$ cat config.mk
export PLATFORM = sky130hd
export DESIGN_NAME = kernel_arbiter
export DESIGN_NICKNAME = d
export VERILOG_FILES = /design/src/rtl/kernel_arbiter.sv
export SDC_FILE = /design/constraint.sdc
export NUM_CORES = 1
export LEC_CHECK = 0
export BUFFER_PORTS_ARGS = -buffer_cell sky130_fd_sc_hd__buf_2
export CORE_AREA = 2 2 183 185
export CTS_BUF_LIST = sky130_fd_sc_hd__clkbuf_16
export DETAILED_ROUTE_END_ITERATION = 7
export DIE_AREA = 0 0 185 187
export HOLD_SLACK_MARGIN = 0.03
export PLACE_DENSITY = 0.56
export SLEW_MARGIN = 10
export SYNTH_ARGS = -nofsm -noshare
export SYNTH_HDL_FRONTEND = slang
export SYNTH_SLANG_ARGS = --single-unit
$ cat constraint.sdc
create_clock -name clk -period 1.8 [get_ports clk]
set_input_delay 0.09 -clock clk [delete_from_list [all_inputs] [get_ports clk]]
set_output_delay 0.09 -clock clk [all_outputs]
set_load 0.02 [all_outputs]
$ cat src/rtl/kernel_arbiter.sv
// Round-robin arbiter sharing one convolution kernel engine among NUM_REQ requesters.
// Latches the winner's operands and sequences engine start, result capture, clear and done.
module kernel_arbiter #(
    parameter int NUM_REQ    = 2,
    parameter int MAX_KERNEL = 3,
    parameter int TIMEOUT    = 64
) (
    input  logic                                                   clk,
    input  logic                                                   n_rst,
    input  logic [NUM_REQ-1:0]                                     req,
    input  logic [NUM_REQ-1:0][MAX_KERNEL-1:0][MAX_KERNEL-1:0][7:0] req_matrix,
    input  logic [NUM_REQ-1:0][MAX_KERNEL-1:0][MAX_KERNEL-1:0][7:0] req_kernel,
    input  logic [NUM_REQ-1:0][$clog2(MAX_KERNEL)-1:0]             req_kernel_size,
    output logic [NUM_REQ-1:0]                                     grant,
    output logic [NUM_REQ-1:0]                                     resp_valid,
    output logic [7:0]                                             resp_pixel,
    output logic                                                   resp_err,
    output logic                                                   busy,
    output logic [MAX_KERNEL-1:0][MAX_KERNEL-1:0][7:0]             eng_matrix,
    output logic [MAX_KERNEL-1:0][MAX_KERNEL-1:0][7:0]             eng_kernel,
    output logic [$clog2(MAX_KERNEL)-1:0]                          eng_kernel_size,
    output logic                                                   eng_start,
    output logic                                                   eng_clear,
    input  logic                                                   eng_clear_signal,
    input  logic                                                   eng_clear_flag,
    input  logic                                                   eng_done,
    input  logic [7:0]                                             eng_pixel
);

    localparam int OW   = (NUM_REQ > 1) ? $clog2(NUM_REQ) : 1;
    localparam int SW   = OW + 1;
    localparam int WD_W = $clog2(TIMEOUT) + 1;

    typedef enum logic [2:0] {
        IDLE,
        LAUNCH,
        WAIT_RESULT,
        CLEAR,
        WAIT_DONE,
        RESPOND
    } state_t;

    state_t          state;
    state_t          next_state;
    logic [OW-1:0]   ptr;
    logic [OW-1:0]   owner;
    logic [OW-1:0]   winner;
    logic            found;
    logic [SW-1:0]   cand;
    logic [7:0]      result;
    logic            err;
    logic [WD_W-1:0] wd_cnt;
    logic            waiting;
    logic            advance;
    logic            wd_hit;
    logic            timeout_fire;

    // Search upward from ptr, wrapping at NUM_REQ; the first asserted request wins.
    always_comb begin
        winner = '0;
        found  = 1'b0;
        cand   = '0;
        for (int i = 0; i < NUM_REQ; i++) begin
            cand = {1'b0, ptr} + SW'(i);
            if (cand >= SW'(NUM_REQ)) begin
                cand = cand - SW'(NUM_REQ);
            end
            if (!found && req[cand[OW-1:0]]) begin
                found  = 1'b1;
                winner = cand[OW-1:0];
            end
        end
    end

    // The watchdog fires on the cycle its count would reach TIMEOUT-1, unless the
    // engine advances in that same cycle.
    always_comb begin
        waiting      = (state == WAIT_RESULT) || (state == CLEAR) || (state == WAIT_DONE);
        advance      = ((state == WAIT_RESULT) && eng_clear_signal) ||
                       ((state == CLEAR)       && eng_clear_flag)   ||
                       ((state == WAIT_DONE)   && eng_done);
        wd_hit       = (wd_cnt == WD_W'(TIMEOUT - 2));
        timeout_fire = waiting && wd_hit && !advance;
    end

    always_ff @(posedge clk or negedge n_rst) begin
        if (!n_rst) begin
            state <= IDLE;
        end else begin
            state <= next_state;
        end
    end

    always_comb begin
        next_state = state;
        case (state)
            IDLE:        if (found) next_state = LAUNCH;
            LAUNCH:      next_state = WAIT_RESULT;
            WAIT_RESULT: begin
                if (eng_clear_signal)  next_state = CLEAR;
                else if (timeout_fire) next_state = RESPOND;
            end
            CLEAR: begin
                if (eng_clear_flag)    next_state = WAIT_DONE;
                else if (timeout_fire) next_state = RESPOND;
            end
            WAIT_DONE: begin
                if (eng_done || timeout_fire) next_state = RESPOND;
            end
            RESPOND:     next_state = IDLE;
            default:     next_state = IDLE;
        endcase
    end

    // Operand latch, arbitration pointer, result capture and watchdog.
    always_ff @(posedge clk or negedge n_rst) begin
        if (!n_rst) begin
            ptr             <= '0;
            owner           <= '0;
            result          <= '0;
            err             <= 1'b0;
            wd_cnt          <= '0;
            eng_matrix      <= '0;
            eng_kernel      <= '0;
            eng_kernel_size <= '0;
        end else begin
            case (state)
                IDLE: begin
                    if (found) begin
                        eng_matrix      <= req_matrix[winner];
                        eng_kernel      <= req_kernel[winner];
                        eng_kernel_size <= req_kernel_size[winner];
                        owner           <= winner;
                        ptr             <= (winner == OW'(NUM_REQ - 1)) ? '0 : winner + 1'b1;
                        result          <= '0;
                        err             <= 1'b0;
                    end
                end
                LAUNCH: begin
                    wd_cnt <= '0;
                end
                WAIT_RESULT, CLEAR, WAIT_DONE: begin
                    wd_cnt <= wd_cnt + 1'b1;
                    if ((state == WAIT_RESULT) && eng_clear_signal) begin
                        result <= eng_pixel;
                    end
                    if (timeout_fire) begin
                        result <= '0;
                        err    <= 1'b1;
                    end
                end
                default: begin
                end
            endcase
        end
    end

    always_comb begin
        grant      = '0;
        resp_valid = '0;
        resp_pixel = '0;
        resp_err   = 1'b0;
        eng_start  = 1'b0;
        eng_clear  = 1'b0;
        busy       = (state != IDLE);
        case (state)
            LAUNCH: begin
                grant[owner] = 1'b1;
                eng_start    = 1'b1;
            end
            CLEAR: begin
                eng_clear = 1'b1;
            end
            RESPOND: begin
                resp_valid[owner] = 1'b1;
                resp_pixel        = result;
                resp_err          = err;
            end
            default: begin
            end
        endcase
    end

endmodule

==> reports/metrics.yaml, run 1 <==
yosys:
  synth_fa_ha_area_share_pct: 0.355
  synth_cells: 603
  synth_cell_types: 38
  synthMuxAreaShare_pct: 0.887
  synthSimpleGateAreaFrac_pct: 3.90
  syn_area_per_cell_um2: 11.7
  synth_top_family_by_area: "compound AO/OA/AOI/OAI gates"
  synth_xor_area_share_pct: 0
  yosysSeqAreaShare_pct: 59.3
  yosys_warnings: 0
  syn-cell-area_um2: 7050
  async_flop_share_pct: 100
  synth_edf_count: 0
  synth_top_flop_cell: "dfrtp_1"
  synth_seq_cells: 167
  syn_nets: 912
  synth_compound_area_share_pct: 23.8
clocking:
  cts_buffers: 17
  cts_setup_buffers: 0
  ctsResizeCount: 3
  cts.sinks: 167
  htree_levels: 4
  holdBufCountCts: 304
  clk_path_buf_depth: 2
  cts-root-buf: "clkbuf_16"
floorplanning:
  fp.dieW_um: 185
  ios: 469
  fp-row-count: 67
  start_util_pct: 21.5
  die_h_um: 187
placed_design:
  placed_cell_area_um2: 9950
  io_buffers: 468
  gp_congestion: 0.787
  dp_hpwl_um: 18100
outcome:
  error: "[ERROR RSZ-0060] Max buffer count reached."
  status: "stopped before the end"
  failed_stage: "4_1_cts"
cells by family after synthesis:
| group | Yosys count |
|---|---|
| buffers and inverters | 205 |
| multiplexers | 6 |
| AND/OR/NAND/NOR | 47 |
| AO/OA/AOI/OAI | 176 |
| flip-flops | 167 |
| adder cells (fa/ha/maj) | 2 |
stage by stage:
stage	std cells	setup WS [ns]	util [%]
2_1_floorplan	603	0.232	-
3_3_place_gp	1483	0.136	30.3
3_5_place_dp	1483	0.0914	30.3
cells in the mapped netlist, drive strengths merged, types with 5 or more instances:
library cell | instances | share of area, %
dfrtp | 167 | 59
inv | 153 | 8.1
a222oi | 146 | 21
buf | 46 | 3.3
and2 | 12 | 1.1
a22o | 9 | 1.1
nand2 | 8 | 0.46
a21oi | 7 | 0.55
clkbuf | 6 | 0.32
o21ai | 5 | 0.35
==> inputs of run 2 (changes only) <==
==> config.mk (replaced) <==
export PLATFORM = sky130hd
export DESIGN_NAME = kernel_arbiter
export DESIGN_NICKNAME = d
export VERILOG_FILES = /design/src/rtl/kernel_arbiter.sv
export SDC_FILE = /design/constraint.sdc
export NUM_CORES = 1
export LEC_CHECK = 0
export BUFFER_PORTS_ARGS = -buffer_cell sky130_fd_sc_hd__buf_2
export CORE_UTILIZATION = 20
export DETAILED_ROUTE_END_ITERATION = 7
export PLACE_DENSITY_LB_ADDON = 0.15
export SLEW_MARGIN = 10
export SYNTH_ARGS = -nofsm -noshare
export SYNTH_HDL_FRONTEND = slang
export SYNTH_SLANG_ARGS = --single-unit
==> run 2 against run 1 <==
Synthesized area is the same; the flow now finishes, with violations (design-rule violations); synthesized cell count is the same.
==> reports/metrics.yaml, run 2 <==
yosys:
  synth_fa_ha_area_share_pct: 0.355
  synth_top_flop_cell: "dfrtp_1"
  synth_top_area_share_pct: 59.3
  yosys_warnings: 0
  async_flop_share_pct: 100
  yosysSeqAreaShare_pct: 59.3
  synth_compound_area_share_pct: 23.8
  synthMuxAreaShare_pct: 0.887
  syn_nets: 912
  synth_cells: 603
  synthTopCellsByArea: "dfrtp_1 (59%), a222oi_1 (21%), inv_1 (8.1%)"
  synth_seq_cells: 167
  synth_common_cells: "dfrtp_1 (167), inv_1 (153), a222oi_1 (146), buf_2 (45), and2_1 (12)"
  syn-cell-area_um2: 7050
  synth_xor_area_share_pct: 0
  synth_cell_types: 38
  synthSimpleGateAreaFrac_pct: 3.90
  synth_most_common_cell: "dfrtp_1"
  synth_top_cell_by_area: "dfrtp_1"
  synth_top_family_by_area: "compound AO/OA/AOI/OAI gates"
  syn_area_per_cell_um2: 11.7
  synth_edf_count: 0
clocking:
  cts-root-buf: "clkbuf_16"
  htree_levels: 4
  clk_pin_slew_ns: 0.06
  cts_tree: "built"
  insertion_delay_ns: 0.44
  clk_path_buf_depth: 2
  cts.sinks: 167
  cts_buffers: 17
floorplanning:
  fp.dieW_um: 190
  fp-row-count: 68
  die_h_um: 190
  ios: 469
  core_area_um2: 34600
  dieArea_um2: 36000
  start_util_pct: 20.4
setup_path:
  crit_path_max_fanout: 6
  end_kind: "output port"
  startpoint_type: "flip-flop"
  crit_type: "reg -> out"
  crit_required_ns: 1.71
  cp.arrival_ns: 1.68
sta:
  drv_slew: 0
  hold_violations: 0
  fin_crit_sh_pct: 98.2
  fmax_mhz: 566
  setup_viol: 0
  worst-slew-pin-transition_ns: 0.457
  fin_crit_ns: 1.77
  relSlewSlack_pct: 69.4
  rsz0062_at_grt: "true"
  clock_skew_ns: 0.00927
  fin_ws_ns: 0.0324
  tns_ns: 0
finish:
  final_nets: 1686
  layout-drive-gt1-share_pct: 40.1
  mostFrequentLayoutCell: "buf_2"
  area_growth_pct: 98.0
  fin_util_pct: 40.3
  mostFrequentLayoutCells: "buf_2 (457), dlygate4sd3_1 (302), dfrtp_1 (166)"
  antenna_cells: 0
  n_fill_cell: 3334
  stdcell_area_um2: 14000
  reg_top3: "eng_kernel (72), eng_matrix (72), result (8)"
pwr:
  p_total_mw: 20.4
  p_switching_mw: 8.33
  clockPowerShare_pct: 20.1
  power.density_nw_per_um2: 1460
  sw_frac_of_total_pct: 40.8
  ir_drop_v: 0.000659
  power.internal_mw: 12.1
  seq_power_share_pct: 32.0
  pwr-share-comb_pct: 47.9
  total_leakage_power_nw: 7.45
grt:
  antenna_found_initial: 0
  grt-ovfl-total: 0
  grt_pass1_vias: 8695
  grt_max_degree: 69
  grtUsageTotal_pct: 16.4
  grt_pass1_wl_um: 45700
worst_hold_path:
  hp-class: "in -> reg"
drt:
  drt_iter0_markers: 714
  drtAntennaViolNets: 0
  via_count: 8309
  drtPass1Iterations: 8
  routedWlPerCell_um: 16.5
  wirelength_um: 30500
  vias_per_cell: 4.50
  route.detailed.drc: 3
placed_design:
  dp_worst_setup_slack_ns: 0.0531
  placed_cell_area_um2: 10100
  dp_hpwl_um: 19900
  gp_congestion: 0.773
  io_buffers: 468
outcome:
  status: "finished with violations"
  violations: "design-rule violations"
run:
  drv_cap: 0
-- run 2: cell counts after synthesis --
No cell type changed its count.
-- run 2: critical path: stages (launching register included) --
cell and delay [ns]:
dfrtp_2 0.46, buf_6 0.14, clkinvlp_4 0.12, and3_4 0.24, nor2b_4 0.16, buf_6 0.12
-- run 2: timing repair --
item,in CTS,in global routing
hold buffers,302,0
endpoints found under the setup margin,13,26
hold endpoints to repair,322,0
pin swaps,1,4
gates cloned,1,0
setup buffers,3,1
gates resized for setup,9,27
-- run 2: cell type report --
type | instances | area, um^2 | share of cell area [%]
clock buffers | 17 | 425 | 3.05
clock inverters | 15 | 223 | 1.59
inverters | 153 | 578 | 4.14
multi-input cells | 232 | 2130 | 15.2
flip-flops and latches | 167 | 4180 | 29.9
well taps | 455 | 569 | 4.08
repair buffers | 806 | 5860 | 42.0
-- run 2: kinds of logic after synthesis --
group | count (synthesis)
AO/OA/AOI/OAI | 176
flip-flops | 167
multiplexers | 6
AND/OR/NAND/NOR | 47
adder cells (fa/ha/maj) | 2
buffers and inverters | 205
-- run 2: power groups by stage --
stage | clock (mW) | combinational [mW] | sequential, mW
after floorplan | 0 | 3.78 | 8.23
after CTS | 4.27 | 9.73 | 6.48
after global placement | 0 | 9.05 | 6.54
final | 4.11 | 9.78 | 6.54
after detailed placement | 0 | 9.12 | 6.51
after global routing | 4.40 | 10.6 | 6.72
-- run 2: routing by layer --
| layer | share of wire, % | GRT usage, % |
|---|---|---|
| met5 | 0 | 0 |
| met4 | 2.5 | 7.07 |
| met3 | 6.9 | 4.11 |
| met2 | 52 | 29.9 |
| met1 | 39 | 17.8 |
-- run 2: through the flow --
| step | std cells | hold WS [ns] |
|---|---|---|
| 6_report | 1845 | 0.0555 |
| 3_3_place_gp | 1506 | 0.0397 |
| 3_5_place_dp | 1506 | 0.0440 |
| 2_1_floorplan | 603 | -0.206 |
| 5_1_grt | 1845 | 0.0418 |
| 4_1_cts | 1844 | 0.0139 |
-- run 2: path summary, 6_finish.rpt --
| path | from | endpoint | slack, ns | cells after the start |
|---|---|---|---|---|
| max | state[1]$_DFFE_PN0P_ | resp_valid[0] | 0.03 | 5 |
| min | eng_done | state[0]$_DFFE_PN0P_ | 0.06 | 3 |
| max reg2reg | state[2]$_DFFE_PN0P_ | wd_cnt[3]$_DFFE_PN0P_ | 0.09 | 5 |
| min reg2reg | wd_cnt[5]$_DFFE_PN0P_ | wd_cnt[5]$_DFFE_PN0P_ | 0.48 | 1 |
| max in group asynchronous | n_rst | eng_kernel[52]$_DFFE_PN0P_ | 1.02 | 3 |
| min in group asynchronous | n_rst | eng_matrix[10]$_DFFE_PN0P_ | 0.14 | 2 |
Note: power is estimated with default switching activity, not from simulation.
